==> src/rtl/uart_pkg.sv <==
// ============================================================================
// uart_pkg : shared state encoding, default data width and clog2 helper
// Revision : 1.0
// ============================================================================
`default_nettype none

package uart_pkg;

   localparam int DEFAULT_BIT_WIDTH = 8;

   typedef enum logic [2:0] {
      ST_IDLE      = 3'd0,
      ST_SEND      = 3'd1,
      ST_WAIT_BUSY = 3'd2,
      ST_WAIT_DONE = 3'd3,
      ST_GAP       = 3'd4
   } arb_state_t;

   function automatic int clog2(input int value);
      int r;
      r = 0;
      while ((1 << r) < value) r++;
      return r;
   endfunction

endpackage

`default_nettype wire

==> src/rtl/rr_pick.sv <==
// ============================================================================
// rr_pick : first set request at or above the round-robin pointer, wrapping
// Revision : 1.0
// ============================================================================
`default_nettype none

module rr_pick #(
   parameter int N  = 4,
   parameter int PW = 2
) (
   input  logic [N-1:0]  req,
   input  logic [PW-1:0] rr_ptr,
   output logic [PW-1:0] winner,
   output logic          any
);

   logic          found;
   logic [PW-1:0] idx;

   always_comb begin
      winner = '0;
      found  = 1'b0;
      idx    = '0;
      for (int k = 0; k < N; k++) begin
         idx = PW'((int'(rr_ptr) + k) % N);
         if (!found && req[idx]) begin
            found  = 1'b1;
            winner = idx;
         end
      end
      any = |req;
   end

endmodule

`default_nettype wire

==> src/rtl/uart_tx_arbiter.sv <==
// ============================================================================
// uart_tx_arbiter : round-robin sharing of one UART transmitter by NUM_REQ producers
// Revision : 1.0
// ============================================================================
`default_nettype none

module uart_tx_arbiter
   import uart_pkg::*;
#(
   parameter int NUM_REQ      = 4,
   parameter int BIT_WIDTH    = DEFAULT_BIT_WIDTH,
   parameter int BUSY_TIMEOUT = 16,
   parameter int GAP_CYCLES   = 2,
   localparam int PW          = clog2(NUM_REQ)
) (
   input  logic                         clk,
   input  logic                         rst,
   input  logic [NUM_REQ-1:0]           req,
   input  logic [NUM_REQ*BIT_WIDTH-1:0] req_data,
   output logic [NUM_REQ-1:0]           ack,
   output logic                         uart_send,
   output logic [BIT_WIDTH-1:0]         uart_tx_reg,
   input  logic                         uart_busy,
   output logic                         idle,
   output logic                         err,
   output logic [PW-1:0]                last_grant
);

   localparam int CMAX = (BUSY_TIMEOUT > GAP_CYCLES) ? BUSY_TIMEOUT : GAP_CYCLES;
   localparam int CW   = (clog2(CMAX + 1) < 1) ? 1 : clog2(CMAX + 1);

   arb_state_t           state_q;
   logic [NUM_REQ-1:0]   ack_q;
   logic                 send_q;
   logic [BIT_WIDTH-1:0] tx_q;
   logic                 idle_q;
   logic                 err_q;
   logic [PW-1:0]        grant_q;
   logic [PW-1:0]        ptr_q;
   logic [CW-1:0]        cnt_q;

   logic [PW-1:0]        winner;
   logic                 any_req;
   logic [CW-1:0]        cnt_inc_d;
   logic [CW-1:0]        cnt_dec_d;
   logic [PW-1:0]        ptr_d;

   rr_pick #(
      .N  (NUM_REQ),
      .PW (PW)
   ) u_rr_pick (
      .req    (req),
      .rr_ptr (ptr_q),
      .winner (winner),
      .any    (any_req)
   );

   assign cnt_inc_d = cnt_q + 1'b1;
   assign cnt_dec_d = cnt_q - 1'b1;
   assign ptr_d     = (winner == PW'(NUM_REQ - 1)) ? '0 : winner + 1'b1;

   always_ff @(posedge clk or negedge rst) begin
      if (!rst) begin
         state_q <= ST_IDLE;
         ack_q   <= '0;
         send_q  <= 1'b0;
         tx_q    <= '0;
         idle_q  <= 1'b1;
         err_q   <= 1'b0;
         grant_q <= '0;
         ptr_q   <= '0;
         cnt_q   <= '0;
      end else begin
         ack_q  <= '0;
         send_q <= 1'b0;
         err_q  <= 1'b0;
         case (state_q)
            ST_IDLE: begin
               if (any_req) begin
                  tx_q    <= req_data[winner*BIT_WIDTH +: BIT_WIDTH];
                  ack_q   <= {{(NUM_REQ-1){1'b0}}, 1'b1} << winner;
                  grant_q <= winner;
                  ptr_q   <= ptr_d;
                  idle_q  <= 1'b0;
                  state_q <= ST_SEND;
               end
            end
            ST_SEND: begin
               send_q  <= 1'b1;
               cnt_q   <= '0;
               state_q <= ST_WAIT_BUSY;
            end
            ST_WAIT_BUSY: begin
               // A stalled UART drops the byte rather than retrying it
               if (uart_busy) begin
                  state_q <= ST_WAIT_DONE;
               end else if (cnt_inc_d == CW'(BUSY_TIMEOUT)) begin
                  err_q   <= 1'b1;
                  idle_q  <= 1'b1;
                  state_q <= ST_IDLE;
               end else begin
                  cnt_q <= cnt_inc_d;
               end
            end
            ST_WAIT_DONE: begin
               if (!uart_busy) begin
                  if (GAP_CYCLES == 0) begin
                     idle_q  <= 1'b1;
                     state_q <= ST_IDLE;
                  end else begin
                     cnt_q   <= CW'(GAP_CYCLES);
                     state_q <= ST_GAP;
                  end
               end
            end
            ST_GAP: begin
               if (cnt_dec_d == '0) begin
                  idle_q  <= 1'b1;
                  state_q <= ST_IDLE;
               end else begin
                  cnt_q <= cnt_dec_d;
               end
            end
            default: begin
               idle_q  <= 1'b1;
               state_q <= ST_IDLE;
            end
         endcase
      end
   end

   assign ack         = ack_q;
   assign uart_send   = send_q;
   assign uart_tx_reg = tx_q;
   assign idle        = idle_q;
   assign err         = err_q;
   assign last_grant  = grant_q;

endmodule

`default_nettype wire

==> config.mk <==
export PLATFORM = sky130hd
export DESIGN_NAME = uart_tx_arbiter
export DESIGN_NICKNAME = d
export VERILOG_FILES = /design/src/rtl/uart_pkg.sv /design/src/rtl/rr_pick.sv /design/src/rtl/uart_tx_arbiter.sv
export SDC_FILE = /design/constraint.sdc
export NUM_CORES = 1
export LEC_CHECK = 0
export BUFFER_PORTS_ARGS = -buffer_cell sky130_fd_sc_hd__buf_2
export CORE_UTILIZATION = 43
export CTS_BUF_LIST = sky130_fd_sc_hd__clkbuf_8
export DETAILED_ROUTE_END_ITERATION = 8
export PLACE_DENSITY = 0.69
export SYNTH_ARGS = -nofsm -noshare
export SYNTH_HDL_FRONTEND = slang
export SYNTH_SLANG_ARGS = --single-unit
export TNS_END_PERCENT = 100
==> constraint.sdc <==
create_clock -name clk -period 5.7 [get_ports clk]
set_clock_uncertainty 0.2 [all_clocks]
set_input_delay 1.71 -clock clk [delete_from_list [all_inputs] [get_ports clk]]
set_output_delay 1.71 -clock clk [all_outputs]
set_load 0.05 [all_outputs]
After elaboration in Yosys (flattened, before gate mapping):

Index checks and enable logic that the tools add are counted.

* $add $sub $neg: 6
* magnitude comparators: 4
* eq/ne operators: 14
* shift-type cells: 2
* muxes and demuxes: 38
* bitwise gates (word level): 1
* reductions and logical operators: 15

Operators by type and width (count)
* 32-bit by 6-bit variable part select with 8-bit output: 1
* 5-bit 2-to-1 mux: 4
* 5-bit one-hot mux with 4 select lines: 1
* 1-bit 2-to-1 mux: 15
* 3-bit 2-to-1 mux: 5
* 3-bit one-hot mux with 5 select lines: 1
* 2-bit inequality test, second input constant: 7
* 2-bit by 3-bit less-than comparator with 1-bit output, second input constant: 4
* 2-bit 2-to-1 mux: 5
* 5-bit AND reduction: 2
* 1-bit binary-select mux with 2-bit select: 4
* 4-bit 2-to-1 mux: 2
* 3-bit by 2-bit == test with 1-bit output, second input constant: 2
* 5-bit by 1-bit adder with 5-bit output, second input constant: 1
* 5-bit == test, second input constant: 1
* 5-bit zero test: 1
* 5-bit by 1-bit subtractor with 5-bit output, second input constant: 1
* 2-bit by 1-bit adder with 2-bit output, second input constant: 2
* 2-bit adder, second input constant: 2
* 1-bit one-hot mux with 4 select lines: 1
* 4-bit AND reduction: 1
* 4-bit nonzero test: 1
* 4-bit OR reduction: 1
* 1-bit by 2-bit << shifter with 4-bit output, first input constant: 1
* 10 further kinds: 14

* bits in registers: 27
* input bits: 39
* output and inout bits: 17
* word-level logic and storage cells: 89

Longest topological paths before layout:

* depth in word-level cells: 15
* depth in mapped cells: 9

Hierarchy:

From an unflattened synthesis, not the netlist that was laid out.

* cell total of the unflattened synthesis: 155
* area total of the unflattened synthesis: 1760.4 um^2

Modules (own cells, without submodules)
* uart_tx_arbiter: times used 1, cells each 140, area an instance 1682.9 um^2, sequential area each 676.9 um^2
* rr_pick: times used 1, cells each 15, area an instance 77.6 um^2, sequential area each 0.0 um^2

Least setup slack after synthesis:

Ideal clock, no wire load.

* kind: input port to flip-flop
* start point: input port req[0]
* end point: register ptr_q[1]
* library setup time: 117 ps
* arrival: 2830 ps
* required time: 5383 ps
* setup slack: 2553 ps
* stages on the path: 9
* buffers on the path: 2
* cells stage by stage: a21oi_1 > o21a_1 > o22ai_1 > buf_4 > buf_6 > inv_1 > ha_1 > nand2_1 > nand2_1

* cells in the longest elaborated chain, start to end: 14
* elaborated cells between the ends (all ways): 26
* classes of those cells: add/sub (1); eq/ne (1); mux (16); reduce/logical (8)

RTL lines
* from (decl): RTL line uart_tx_arbiter.sv:18 `input logic [NUM_REQ-1:0] req,`
* 1-bit binary-select mux with 2-bit select: RTL line rr_pick.sv:26 `if (!found && req[idx]) begin`
* 1-bit 2-to-1 mux (implied by the code): RTL line rr_pick.sv:26
* 1-bit 2-to-1 mux: RTL line rr_pick.sv:26
* 1-bit zero test: RTL line rr_pick.sv:26
* 1-bit logical AND: RTL line rr_pick.sv:26
* 1-bit 2-to-1 mux: RTL line rr_pick.sv:26
* 1-bit zero test: RTL line rr_pick.sv:26
* 1-bit logical AND: RTL line rr_pick.sv:26
* 1-bit 2-to-1 mux: RTL line rr_pick.sv:26
* 1-bit zero test: RTL line rr_pick.sv:26
* 1-bit logical AND: RTL line rr_pick.sv:26
* 2-bit 2-to-1 mux (*): RTL line rr_pick.sv:26
* net u_rr_pick.winner[1]: RTL line rr_pick.sv:13 `output logic [PW-1:0] winner,`
* 2-bit by 1-bit adder with 2-bit output / 2-bit == test (equally long branches): RTL line uart_tx_arbiter.sv:60 `assign ptr_d = (winner == PW'(NUM_REQ - 1)) ? '0 : winner + 1'b1;`
* 2-bit 2-to-1 mux (*): RTL line uart_tx_arbiter.sv:60
* net ptr_d[1]: RTL line uart_tx_arbiter.sv:46 `logic [PW-1:0] ptr_d;`
* to (signal assigned): RTL line uart_tx_arbiter.sv:83 `ptr_q <= ptr_d;`
* to (decl): RTL line uart_tx_arbiter.sv:39 `logic [PW-1:0] ptr_q;`

The timed path passes the listed nets; every way through them passes the cells marked *. The select of a mux whose other input is x is not followed.
A chain may end at the register's enable or synchronous reset.

Worst setup path after layout:

* start point: input port req[0]
* end point: register tx_q[3] (netlist: uart_tx_reg[3])

* cells in the longest elaborated chain, start to end: 13
* elaborated cells between the ends (all ways): 24
* classes of those cells: shift (1); mux (15); reduce/logical (8)

RTL lines
* 1-bit binary-select mux with 2-bit select: RTL line rr_pick.sv:26
* 1-bit 2-to-1 mux (implied by the code): RTL line rr_pick.sv:26
* 1-bit 2-to-1 mux: RTL line rr_pick.sv:26
* 1-bit zero test: RTL line rr_pick.sv:26
* 1-bit logical AND: RTL line rr_pick.sv:26
* 1-bit 2-to-1 mux: RTL line rr_pick.sv:26
* 1-bit zero test: RTL line rr_pick.sv:26
* 1-bit logical AND: RTL line rr_pick.sv:26
* 1-bit 2-to-1 mux: RTL line rr_pick.sv:26
* 1-bit zero test: RTL line rr_pick.sv:26
* 1-bit logical AND: RTL line rr_pick.sv:26
* 2-bit 2-to-1 mux: RTL line rr_pick.sv:26
* 32-bit by 6-bit variable part select with 8-bit output: RTL line uart_tx_arbiter.sv:80 `tx_q <= req_data[winner*BIT_WIDTH +: BIT_WIDTH];`
* to (signal assigned): RTL line uart_tx_arbiter.sv:80
* to (decl): RTL line uart_tx_arbiter.sv:35 `logic [BIT_WIDTH-1:0] tx_q;`

Several ways; a longest one is shown, not always the timed one. The select of a mux whose other input is x is not followed.

==> results.toml <==
[layout]
area_growth_pct = 18.6
final.fill_count = 368
multi_input_comb_area_mm2 = 0.00101
finalNetCount = 276
layout_common_cells = "buf_2 (55), dfrtp_1 (26), nand2_1 (25)"
seqCellArea_um2 = 677
final_common_cell = "buf_2"
drive_above_1_share_pct = 33.3
antenna_cells = 0
largest_reg_flops = 8

[critical_path]
worstPathMaxFanout = 18
cp.arrival_ns = 3.47
r2r_end = "cnt_q[2]"
ff2ff_path_depth = 7
crit_path_end_kind = "flip-flop"
rrSetupSlack_ns = 3.08
path_class = "primary input to flip-flop"
start_kind = "primary input"
crit_required_ns = 5.64
rr_startpoint = "cnt_q[0]"

[hold_path]
hold_path_depth = 2
hold_path_end = "last_grant[1]"
holdCritStartpoint = "last_grant[1]"
hold_path.class = "flip-flop to flip-flop"

[grt]
grt_pass1_wl_mm = 6.44
antenna_found_initial = 0
overflow = 0
grt_max_degree = 28
grt_pass1_vias = 1427
grt_usage_pct = 19.0

[sta]
period_needed_ns = 3.53
fin_crit_sh_pct = 61.9
finalSetupTns_ns = 0
slew_headroom_pct = 32.1
hold_viol = 0
tightest_slew_ns = 1.02
maxSlewViolCount = 0
finalSetupViolCount = 0
finalWorstSetupSlack_ns = 2.17
fmax_mhz = 283
rsz0062_at_grt = "no"

[detailed_routing]
drc = 0
met3WireLength_um = 194
via_per_inst = 5.33
dr_total_vias = 1482
detail_route.wl_per_cell_um = 13.0
drtAntennaViolNets = 0
routed.top_layer = "met4"
met1_length_mm = 1.70
drt-total-wl_mm = 3.62
drt-initial-drc-count = 105
first_pass_iters = 4
wl_met2_mm = 1.69

[synthesis]
netlist_instances = 179
yosys.cell_types.count = 47
synth_compound_gate_area_share_pct = 18.3
synth_seq_area_share_pct = 38.1
synth_fa_ha_area_share_pct = 5.63
synthFlopType = "dfrtp_1"
synth_top_family_by_area = "compound AO/OA/AOI/OAI gates"
synthXorXnorAreaFrac_pct = 0.493
synth_edf_count = 0
yosys.area_share.simple_pct = 18.2
yosysWarnings = 0
synthArstFlopShare_pct = 100
synthesis.nets = 226
postSynthAreaPerCell_um2 = 9.93
synth_seq_cells = 27
synth.area.mux_share_pct = 13.8
syn_area_mm2 = 0.00178

[power_and_ir_drop]
internal-power_mw = 0.598
power.total_mw = 1.19
power_density_mw_per_mm2 = 567
clockPowerShare_pct = 9.2
power_frac_comb_pct = 59.9
p_seq_share_pct = 30.9
p_sw_mw = 0.597
vdd_drop_max_v = 0.000245
power.share.switching_pct = 50.0
p_leak_nw = 1.07

[placement]
place_congestion = 0.819
hpwl_mm = 2.70
portBuffers = 55
pre_cts_ws_ns = 1.84

[clock_network]
clockBufferDepth = 2
cts.sinks = 27
clkLatencyLatePin_ns = 0.27
cts_resized = 0
cts_setup_buffers = 0
root_buffer = "clkbuf_8"
cts.clk_slew.worst_paths_ns = 0.09
postCtsHoldBufs = 0
cts_buffers = 3
cts_tree = "yes"
htree_levels = 1

[die]
die_area_mm2 = 0.00439
core_area_mm2 = 0.00397
pin_count = 56
die_height_um = 66.3
start_util_pct = 44.7
die_x_um = 66.3
row_count = 23

[job]
cap_violations = 0

[status]
status = "finished, final reports clean"
synth_stat cells (all sizes together) (2+ instances only):
library cell | count | area share (%)
a221oi | 3 | 1.5
clkbuf | 4 | 0.84
nor2 | 9 | 1.9
dfrtp | 26 | 37
or3b | 2 | 0.99
a311oi | 2 | 0.99
buf | 7 | 3.0
or2 | 2 | 0.70
ha | 8 | 5.6
o22ai | 3 | 1.1
mux2 | 3 | 2.5
and2b | 3 | 1.3
a21boi | 2 | 0.84
nand2 | 25 | 5.3
nor3b | 3 | 1.3
nor2b | 3 | 1.1
a21oi | 6 | 1.7
nor4 | 5 | 2.1
o21ai | 4 | 1.1
and2 | 6 | 2.2
inv | 8 | 1.7
nor3 | 2 | 0.56
mux2i | 20 | 11
o221ai | 9 | 5.4
kinds of logic (layout without fill, tap and decap cells):
kind of cell | Yosys count | count (layout)
buffers and inverters | 19 | 68
multiplexers | 23 | 23
adder cells (fa/ha/maj) | 8 | 8
AO/OA/AOI/OAI | 39 | 39
flip-flops | 27 | 27
AND/OR/NAND/NOR | 62 | 62
XOR/XNOR | 1 | 1
routing by layer:
metal / vias up / track usage, %
met2: 41 / 29.6
li1: 747 / -
met5: - / 0
met1: 690 / 26.1
met3: 4 / 3.79
met4: 0 / 6.12
layout make-up:
type                       count  share of cell area (%)
sequential                    27                    32.1
inverter                       8                    1.43
clock buffer                   3                    1.96
multi-input combinational    133                    47.9
tap                           50                    2.97
clock inverter                 1                   0.238
timing repair buffer          56                    13.4
stage by stage:
| stage | hold WS [ns] | area, um^2 | cells | util [%] |
|---|---|---|---|---|
| finish | 0.283 | 2110 | 278 | 53.1 |
| global route | 0.335 | 2110 | 278 | 53.1 |
| CTS | 0.288 | 2110 | 278 | 53.1 |
| detailed placement | 0.260 | 2060 | 274 | 51.9 |
| global placement | 0.260 | 2060 | 274 | 51.9 |
| floorplan | 0.336 | 1780 | 179 | - |
worst max-delay path, cell delays in order:
cell      delay [ns]
buf_2           0.12
a21oi_1         0.07
o21a_1          0.18
o22ai_2         0.80
buf_4           0.28
mux2i_1         0.18
o221ai_1        0.14
power by group through the flow:
stage / clock, mW / combinational (mW) / sequential, mW
2_1_floorplan: 0 / 0.472 / 0.485
3_3_place_gp: 0 / 0.711 / 0.371
3_5_place_dp: 0 / 0.725 / 0.370
4_1_cts: 0.114 / 0.723 / 0.369
5_1_grt: 0.121 / 0.788 / 0.385
6_report: 0.110 / 0.715 / 0.370
how the worst max path moves through the flow:
stage / from / end / slack (ns) / depth (start not counted)
after global placement: req[0] / uart_tx_reg[3] / 1.93 / 7
after floorplan: req[0] / ptr_q[1] / 2.55 / 9
after global routing: req[0] / uart_tx_reg[3] / 2.02 / 7
final: req[0] / uart_tx_reg[3] / 2.17 / 7
after detailed placement: req[0] / uart_tx_reg[3] / 1.84 / 7
after CTS: req[0] / uart_tx_reg[3] / 2.15 / 7
(Power assumes the default switching activity.)
